File: config.mk
export PLATFORM = sky130hd
export DESIGN_NAME = fifo_uart_tx
export DESIGN_NICKNAME = d
export VERILOG_FILES = /design/src/rtl/uart_pkg.sv /design/src/rtl/uart_bit_timer.sv /design/src/rtl/fifo_uart_tx.sv
export SDC_FILE = /design/constraint.sdc
export NUM_CORES = 1
export LEC_CHECK = 0
export CAP_MARGIN = 0
export CORE_MARGIN = 4
export CORE_UTILIZATION = 40
export CTS_BUF_LIST = sky130_fd_sc_hd__clkbuf_4 sky130_fd_sc_hd__clkbuf_8 sky130_fd_sc_hd__clkbuf_16
export DETAILED_ROUTE_END_ITERATION = 8
export PLACE_DENSITY = 0.72
export SLEW_MARGIN = 20
export SYNTH_ARGS = -nofsm -noshare
export SYNTH_HDL_FRONTEND = slang
export SYNTH_SLANG_ARGS = --single-unit
File: constraint.sdc
create_clock -name clk -period 3.6 [get_ports clk]
set_clock_uncertainty 0.05 [all_clocks]
set_input_delay 0.54 -clock clk [delete_from_list [all_inputs] [get_ports clk]]
set_output_delay 0.54 -clock clk [all_outputs]
set_load 0.02 [all_outputs]
File: src/rtl/uart_pkg.sv
// uart_pkg: state encoding and framing constants shared by the UART transmitter and receiver
package uart_pkg;
  localparam logic [2:0] ST_IDLE  = 3'd0;
  localparam logic [2:0] ST_REQ   = 3'd1;
  localparam logic [2:0] ST_LOAD  = 3'd2;
  localparam logic [2:0] ST_START = 3'd3;
  localparam logic [2:0] ST_DATA  = 3'd4;
  localparam logic [2:0] ST_STOP  = 3'd5;
  localparam int DATA_BITS = 8;
  localparam int STOP_BITS = 1;
  localparam int DEFAULT_CLKS_PER_BIT = 104;
  typedef enum logic [2:0] {
    IDLE  = ST_IDLE,
    REQ   = ST_REQ,
    LOAD  = ST_LOAD,
    START = ST_START,
    DATA  = ST_DATA,
    STOP  = ST_STOP
  } state_e;
endpackage

File: src/rtl/uart_bit_timer.sv
// uart_bit_timer: down-counter pulsing bit_done on the last cycle of every CLKS_PER_BIT period
module uart_bit_timer
  import uart_pkg::*;
#(
  parameter int CLKS_PER_BIT = DEFAULT_CLKS_PER_BIT
) (
  input  logic clk,
  input  logic rst_n,
  input  logic clear,
  output logic bit_done
);
  localparam int W = $clog2(CLKS_PER_BIT);
  localparam logic [W-1:0] TOP = W'(CLKS_PER_BIT - 1);
  logic [W-1:0] cnt_q, cnt_d;
  always_comb begin
    cnt_d = (clear || cnt_q == '0) ? TOP : cnt_q - 1'b1;
    bit_done = cnt_q == '0;
  end
  always_ff @(posedge clk) begin
    if (!rst_n) cnt_q <= TOP;
    else cnt_q <= cnt_d;
  end
endmodule

File: src/rtl/fifo_uart_tx.sv
// fifo_uart_tx: drains the byte FIFO and serializes each byte as an 8N1 frame on tx
module fifo_uart_tx
  import uart_pkg::*;
#(
  parameter int CLKS_PER_BIT = DEFAULT_CLKS_PER_BIT
) (
  input  logic        clk,
  input  logic        rst_n,
  input  logic        enable,
  input  logic        fifo_empty,
  input  logic [7:0]  fifo_data,
  output logic        fifo_rd_en,
  output logic        tx,
  output logic        busy,
  output logic [15:0] frames_sent
);
  state_e                 state_q, state_d;
  logic [DATA_BITS-1:0]   shift_q, shift_d;
  logic [2:0]             idx_q, idx_d;
  logic [15:0]            frames_q, frames_d;
  logic                   tx_q, tx_d, rd_q, rd_d, busy_q, busy_d;
  logic                   timer_clear, bit_done;
  uart_bit_timer #(.CLKS_PER_BIT(CLKS_PER_BIT)) u_timer (
    .clk      (clk),
    .rst_n    (rst_n),
    .clear    (timer_clear),
    .bit_done (bit_done)
  );
  always_comb begin
    state_d = state_q;
    shift_d = shift_q;
    idx_d = idx_q;
    frames_d = frames_q;
    timer_clear = 1'b0;
    case (state_q)
      IDLE:  state_d = (enable && !fifo_empty) ? REQ : IDLE;
      REQ:   state_d = LOAD;
      LOAD: begin
        shift_d = fifo_data;
        timer_clear = 1'b1;
        state_d = START;
      end
      START: if (bit_done) begin
        idx_d = '0;
        state_d = DATA;
      end
      DATA: if (bit_done) begin
        shift_d = shift_q >> 1;
        idx_d = idx_q + 3'd1;
        state_d = (idx_q == 3'(DATA_BITS - 1)) ? STOP : DATA;
      end
      STOP: if (bit_done) begin
        frames_d = frames_q + 16'd1;
        state_d = IDLE;
      end
      default: state_d = IDLE;
    endcase
    // outputs are registered from the next state so they line up with the state they describe
    tx_d = (state_d == START) ? 1'b0 : (state_d == DATA) ? shift_d[0] : 1'b1;
    rd_d = state_d == REQ;
    busy_d = state_d != IDLE;
  end
  always_ff @(posedge clk) begin
    if (!rst_n) begin
      state_q <= IDLE;
      shift_q <= '0;
      idx_q <= '0;
      frames_q <= '0;
      tx_q <= 1'b1;
      rd_q <= 1'b0;
      busy_q <= 1'b0;
    end else begin
      state_q <= state_d;
      shift_q <= shift_d;
      idx_q <= idx_d;
      frames_q <= frames_d;
      tx_q <= tx_d;
      rd_q <= rd_d;
      busy_q <= busy_d;
    end
  end
  assign tx = tx_q;
  assign fifo_rd_en = rd_q;
  assign busy = busy_q;
  assign frames_sent = frames_q;
endmodule

Yosys cells after proc, flatten, opt, wreduce, memory -nomap -nowiden:

Cells that the tools add are included.

* bitwise operators: 1
* $add $sub $neg: 3
* reduce and logical (&&, ||, !) cells: 12
* equality and inequality tests: 11
* multiplexer cells: 14

Operators with widths (number)
* one-hot mux 3 bit (6 select lines): 1
* adder 16 x 1 -> 16 bit, second input constant: 1
* one-hot mux 8 bit (2 select lines): 1
* two-way mux 3 bit: 5
* == test 3 bit, second input constant: 4
* == test 3 x 2 -> 1 bit, second input constant: 3
* two-way mux 8 bit: 1
* zero test 7 bit: 1
* subtractor 7 x 1 -> 7 bit, second input constant: 1
* == test 3 x 1 -> 1 bit, second input constant: 2
* one-hot mux 3 bit (2 select lines): 1
* two-way mux 1 bit: 5
* inequality test 2 bit, second input constant: 2
* AND reduction 2 bit: 2
* nonzero test 2 bit: 2
* adder 3 x 1 -> 3 bit, second input constant: 1
* zero test 3 bit: 1
* AND reduction 3 bit: 1
* nonzero test 3 bit: 1
* OR reduction 2 bit: 1
* logical AND 1 bit: 1
* zero test 1 bit: 1
* logical OR 1 bit: 1
* inverter 1 bit: 1

* output and inout port bits: 19
* logic and storage cells: 50
* register bits: 40
* input port bits: 12

Longest topological paths before layout:

Gate-level depths: netlist of run 1.

* depth in word-level cells: 7
* mapped depth: 8
* depth with buffers taken out: 7

Modules after synthesis:

Synthesis of run 1 repeated with hierarchy kept, for this count alone.

* cells, all modules: 205
* area, all modules: 1816.7 um2

By module, submodules not included
* fifo_uart_tx: area an instance 1491.4 um2, instances 1, cells an instance 167, sequential area each 660.6 um2
* uart_bit_timer: area an instance 325.3 um2, instances 1, cells an instance 38, sequential area each 140.1 um2

Least setup slack after synthesis of run 1:

Ideal clock, no wire load.

* path kind: reg-to-reg
* start point: register u_timer.cnt_q[5]
* end point: register frames_q[15], in the netlist frames_sent[15]
* stages on the path, launching flop included: 7
* setup time: 0.115 ns
* data required time: 3.435 ns
* buffers on the path: 1
* path slack: 1.625 ns
* arrival time: 1.810 ns
* period minus slack after synthesis: 1.975 ns
* path through: dfxtp_1 -> or4_4 -> buf_6 -> nor4_4 -> nand4_1 -> xnor2_1 -> and2_1

* cells in the longest elaborated chain, start to end: 2

Ends and longest elaborated chain
* start, declared: line uart_bit_timer.sv:14 `logic [W-1:0] cnt_q, cnt_d;`
* start signal, assigned: line uart_bit_timer.sv:21 `else cnt_q <= cnt_d;`
* zero test 7 bit: line uart_bit_timer.sv:17 `bit_done = cnt_q == '0;`
* AND reduction 2 bit (no line)
* end signal, assigned: line fifo_uart_tx.sv:76 `frames_q <= frames_d;`
* end, declared: line fifo_uart_tx.sv:20 `logic [15:0] frames_q, frames_d;`

No other way between the ends.
A chain may end at the register's enable or synchronous reset.

Worst setup path after layout of run 1:

Ends and elaborated chain as after synthesis.

==> metrics, run 1 <==
DRC viols=0; Critical Path End Type=register; CP required=3730 ps; post-route ant nets=0; fin cells=279; asr flop ratio synth=0%; share of the synthesized area in the top cell type=43.4%; num ports=31; die area=5760 um2; vias in the first global route=1,341; # diodes=0; Yosys warning count=0; cts hold-fix bufs=0; share of cells above drive strength 1=6.17%; HPWL Detailed=2470 um; register share of total power=55.1%; 1st-pass router iterations=4; CP max FO=7; min Tclk post-route=2080 ps; startpoint types=register; synth unique cells=35; WS Path Type=register to register; Seq cells post-synth=40; number of flops mapped to enable cells by yosys=0; routed len/inst=12.4 um; CP Data Arrival Time=2220 ps; clk slew on worst S/H paths=70 ps; Syn Nets=213; vias per cell=5.04; Final #Nets=243; Sw Ratio=21.6%; area leader, netlist=dfxtp_1; hold slack=350 ps; Hold Vio Cnt, Final=0; num rows=24; Final Core Density=51.7%; Psw=182 uW; internal power=660 uW; Vias=1,406; final wirelength=3450 um; root buffer cell=clkbuf_8; CTS tree=built; Comb power frac=7.6%; initial detailed-routing violation count=44; antenna violations before repair=0; first-pass GRT wire length=5910 um; area growth from synthesis to layout=23.7%; Syn Area/Cell=9.42 um2; Post-synth top flop=dfxtp_1; Hold Crit Class=register to register; status=completed; PortBufs=30; Leak=0.000911 uW; total of max-cap violations=0; clock net sink count=40; Worst Tran Pin Value=718 ps; Placer Congestion=0.778; CTS buffer count=5; Seq/Total Area, Yosys=43.4%; achievable frequency=480 MHz; core area=4410 um2; fin area=2280 um2; setup violators final=0; Clk pwr share=37.3%; worst vdd ir=0.000206 V; die height=75.9 um; CTS resizes=0; Cells after Synth=196; Die X=75.9 um; largest cells by area after synthesis=dfxtp_1, and2_1, xnor2_1; Setup TNS=0 ps; Tot GR Track Use=12.3%; Placed Area=2180 um2; H-tree depth=2; maximum buffer depth of the clock tree=2; post-CTS repair timing setup buffer count=0; clk_lat worst skew=290 ps; max-slew violation count=0; Starting Density=41.8%; Netlist Area Pre-Place=1850 um2; placed cells=271; RSZ-0062 raised after global routing=false; pin count of the biggest net entering global routing=26; Worst R2R Setup Slack=1520 ps; gr ovfl total=0; pwr/cell area=369 nW/um2; worst relative slew slack=51.7%; Final period util=57.9%
==> layout make-up <==
cell class	instances	area [um2]
Fill cell	428	2130
Multi-Input combinational cell	143	988
Sequential cell	40	801
Timing Repair Buffer	32	315
Clock buffer	8	97.6
Tap cell	52	65.1
Inverter	4	15.0
==> metrics by stage <==
| step | total power, uW | setup slack (ps) |
|---|---|---|
| after floorplan | 511 | 1630 |
| after global placement | 537 | 1470 |
| after detailed placement | 538 | 1430 |
| after CTS | 855 | 1490 |
| after global routing | 879 | 1300 |
| final | 842 | 1520 |
==> power groups by stage <==
stage | clock network [uW] | registers (uW) | logic (uW)
final | 314 | 464 | 63.8
after global routing | 342 | 465 | 71.6
after CTS | 327 | 464 | 64.6
after detailed placement | 0 | 474 | 64.5
after global placement | 0 | 474 | 63.0
after floorplan | 0 | 472 | 38.2
==> cell usage after synthesis, types with 3 or more instances <==
| cell type | number |
|---|---|
| nor3b_1 | 3 |
| dfxtp_1 | 40 |
| xnor2_1 | 12 |
| ha_1 | 5 |
| and4_1 | 4 |
| nor2_1 | 9 |
| and3_1 | 3 |
| a21boi_0 | 7 |
| inv_1 | 4 |
| a21oi_1 | 3 |
| xor2_1 | 7 |
| nor2b_1 | 9 |
| nand2_1 | 23 |
| mux2i_1 | 5 |
| clkbuf_1 | 8 |
| nand3_1 | 6 |
| and2_1 | 18 |
| a22oi_1 | 8 |
==> path summary, 6_finish.rpt <==
| check | from | to | depth (start not counted) |
|---|---|---|---|
| setup / recovery | u_timer.cnt_q[5] | frames_sent[15] | 5 |
| hold / removal | u_timer.cnt_q[0] | u_timer.cnt_q[0] | 1 |
| setup reg to reg | u_timer.cnt_q[5] | frames_sent[15] | 5 |
| hold reg to reg | u_timer.cnt_q[0] | u_timer.cnt_q[0] | 1 |
==> cells in the final DEF (no fill, tap or decap), types with 2 or more instances in the layout <==
master           Yosys  final
a31oi_1              2      2
clkbuf_8             0      6
nor3b_1              3      3
a21oi_1              3      3
nor2b_1              9      9
xor2_1               7      7
a21boi_0             7      7
clkbuf_4             0      2
nor4_4               2      2
nor2_1               9      9
and3_1               3      3
xnor2_1             12     12
a22oi_1              8      8
and3b_1              2      2
nand2_1             23     23
mux2i_1              5      5
nand3b_1             2      2
nand3_1              6      6
dfxtp_1             40     40
buf_4                0      2
clkdlybuf4s50_1      0     30
and4_1               4      4
inv_1                4      4
and2_1              18     18
ha_1                 5      5
nand2b_1             2      2
==> routing by layer <==
metal  share of wire [%]  routed length [um]  vias to the layer above  track usage [%]
li1                    -                   -                      723                -
met1                  46                1580                      648             14.4
met2                  47                1640                       28             20.8
met3                 5.5                 190                        7             4.62
met4                 1.3                  44                        0             3.74
met5                   0                   0                        -                0
==> critical path: stages (launching register included) <==
cell     delay [ps]
dfxtp_1         330
or4_4           600
nor4_4          530
nand4_1         180
xnor2_1         150
and2_1          140
==> logic make-up after synthesis <==
logic type,after synthesis,share of synthesized area (%)
xor+xnor,19,9.02
buf+inv,13,3.05
simple gates,89,28.7
compound gates,25,9.69
fa+ha+maj,5,3.39
flops,40,43.4
mux,5,2.71
==> registers in the layout (all words and copies together) (netlist names) <==
register / cells
frames_sent: 16
shift_q: 8
u_timer.cnt_q: 7
idx_q: 3
state_q: 3
busy: 1
fifo_rd_en: 1
tx: 1
Note: power is estimated with default switching activity, not from simulation.
==> run 2, diff against run 1 <==
==> constraint.sdc (replaced) <==
create_clock -name clk -period 2.1 [get_ports clk]
set_clock_uncertainty 0.05 [all_clocks]
set_input_delay 0.315 -clock clk [delete_from_list [all_inputs] [get_ports clk]]
set_output_delay 0.315 -clock clk [all_outputs]
set_load 0.02 [all_outputs]
==> metrics, run 2 (synthesized netlist as in run 1, its figures left out) <==
total of max-cap violations=0 (unchanged); num ports=31 (unchanged); status=completed; initial detailed-routing violation count=25 (-43%); achievable frequency=502 MHz (+4.6%); RSZ-0062 raised after global routing=true; vias per cell=4.92 (-2.3%); first-pass GRT wire length=6090 um (+3.0%); max-slew violation count=0 (unchanged); CTS tree=built; Final Core Density=53.5% (+1.8 points); CTS resizes=0 (unchanged); CP Data Arrival Time=2130 ps (-90 ps); CTS buffer count=5 (unchanged); FF-to-FF Start=u_timer.cnt_q[5]; num rows=24 (unchanged); Placer Congestion=0.788 (+1.3%); Die X=75.9 um (unchanged); HPWL Detailed=2570 um (+4.2%); Starting Density=41.8% (unchanged); # diodes=0 (unchanged); Final period util=94.9% (+37 points); DRC viols=0 (unchanged); Final #Nets=250 (+2.9%); CP required=2240 ps (-1490 ps); vias in the first global route=1,417 (+5.7%); Hold Crit Class=register to register; PortBufs=30 (unchanged); startpoint of the worst hold path=u_timer.cnt_q[0]; die area=5760 um2 (unchanged); routed len/inst=12.1 um (-1.8%); antenna violations before repair=0 (unchanged); pwr/cell area=672 nW/um2 (+82%); Vias=1,408 (+0.14%); hold slack=354 ps (+4.28 ps); commonest non-fill, non-tap cell in the layout=dfxtp_1; worst vdd ir=0.000434 V (+110%); core area=4410 um2 (unchanged); CP max FO=7 (unchanged); fin cells=286 (+2.5%); die height=75.9 um (unchanged); Hold Vio Cnt, Final=0 (unchanged); clock net sink count=40 (unchanged); share of cells above drive strength 1=8.97% (+2.8 points); Tot GR Track Use=12.4% (+0.090 points); clk slew on worst S/H paths=80 ps (about the same); 1st-pass router iterations=4 (unchanged); post-route ant nets=0 (unchanged); Worst Tran Pin Value=422 ps (-296 ps); startpoint types=register; Layout fillers=412 (-3.7%); setup violators final=0 (unchanged); clk_lat worst skew=290 ps (about the same); commonest non-fill, non-tap cells in the layout=dfxtp_1, clkdlybuf4s50_1, nand2_1; root buffer cell=clkbuf_8; H-tree depth=2 (unchanged); maximum buffer depth of the clock tree=2 (unchanged); Leak=0.000958 uW (+5.2%); worst relative slew slack=71.7% (+20 points); min Tclk post-route=1990 ps (-91.1 ps); gr ovfl total=0 (unchanged); final wirelength=3470 um (+0.67%); placed cells=277 (+2.2%); WS Path Type=register to register; area growth from synthesis to layout=28.1%; Critical Path End Type=register; pin count of the biggest net entering global routing=19 (-27%); CP startpoint=u_timer.cnt_q[5]; max FFs per register=16 (unchanged)
-- run 2: changes by cell type in the layout (fill, tap and decap cells not counted), sizes merged --
cell	before	now
clkbuf	8	7
buf	2	9
bufinv	0	1
-- run 2: timing repair --
item,in CTS,in global routing
buffers inserted,0,1
endpoints found under the setup margin,0,6
hold buffers,0,0
-- run 2: final cells by class --
class	count	area, um2	share of cell area (%)
inverter	4	15.0	0.635
sequential	40	801	33.9
clock buffer	7	96.3	4.08
tap	52	65.1	2.75
clock inverter	1	30.0	1.27
multi-input combinational	143	988	41.8
timing repair buffer	39	368	15.6
-- run 2: worst paths after layout --
path / end / slack, ps / cells past startpoint
worst max-delay path: frames_sent[15] / 110 / 5
worst min register to register: u_timer.cnt_q[0] / 350 / 1
worst min-delay path: u_timer.cnt_q[0] / 350 / 1
worst max register to register: frames_sent[15] / 110 / 5
-- run 2: report_power, final --
group          internal [uW]  switching (uW)  total, uW
logic                   63.3            54.1        117
clock network            419             260        679
registers                779            12.7        791
total                   1260             327       1590
-- run 2: critical path, stage by stage (launching register included) --
cell     delay (ps)
dfxtp_1         340
or4_4           600
nor4_4          420
nand4_1         180
xnor2_1         150
and2_1          150
-- run 2: through the flow --
step                      setup WS [ps]  area (um2)  TNS, ps  total power [uW]
after floorplan                     125        1850        0               875
after global placement              105        2230        0               926
after detailed placement           38.6        2230        0               928
after CTS                          29.4        2360        0              1610
after global routing              -2.27        2360    -3.65              1650
final                               106        2360        0              1590
-- run 2: routing by layer --
| metal | global-route usage, % | part of all wire, % | vias to the layer above |
|---|---|---|---|
| met3 | 3.91 | 5.3 | 2 |
| met4 | 2.85 | 0.66 | 0 |
| met2 | 22.2 | 49 | 27 |
| met5 | 0 | 0 | - |
| met1 | 14.3 | 45 | 642 |
| li1 | - | - | 737 |
==> run 3, diff against run 2 <==
--- a/config.mk
+++ b/config.mk
@@ -10,6 +10,7 @@
 export CORE_UTILIZATION = 40
 export CTS_BUF_LIST = sky130_fd_sc_hd__clkbuf_4 sky130_fd_sc_hd__clkbuf_8 sky130_fd_sc_hd__clkbuf_16
 export DETAILED_ROUTE_END_ITERATION = 8
+export GPL_ROUTABILITY_DRIVEN = 1
 export PLACE_DENSITY = 0.72
 export SLEW_MARGIN = 20
 export SYNTH_ARGS = -nofsm -noshare
==> results of run 3 <==
The final DEF is identical to that of run 2; final timing and power are the same.
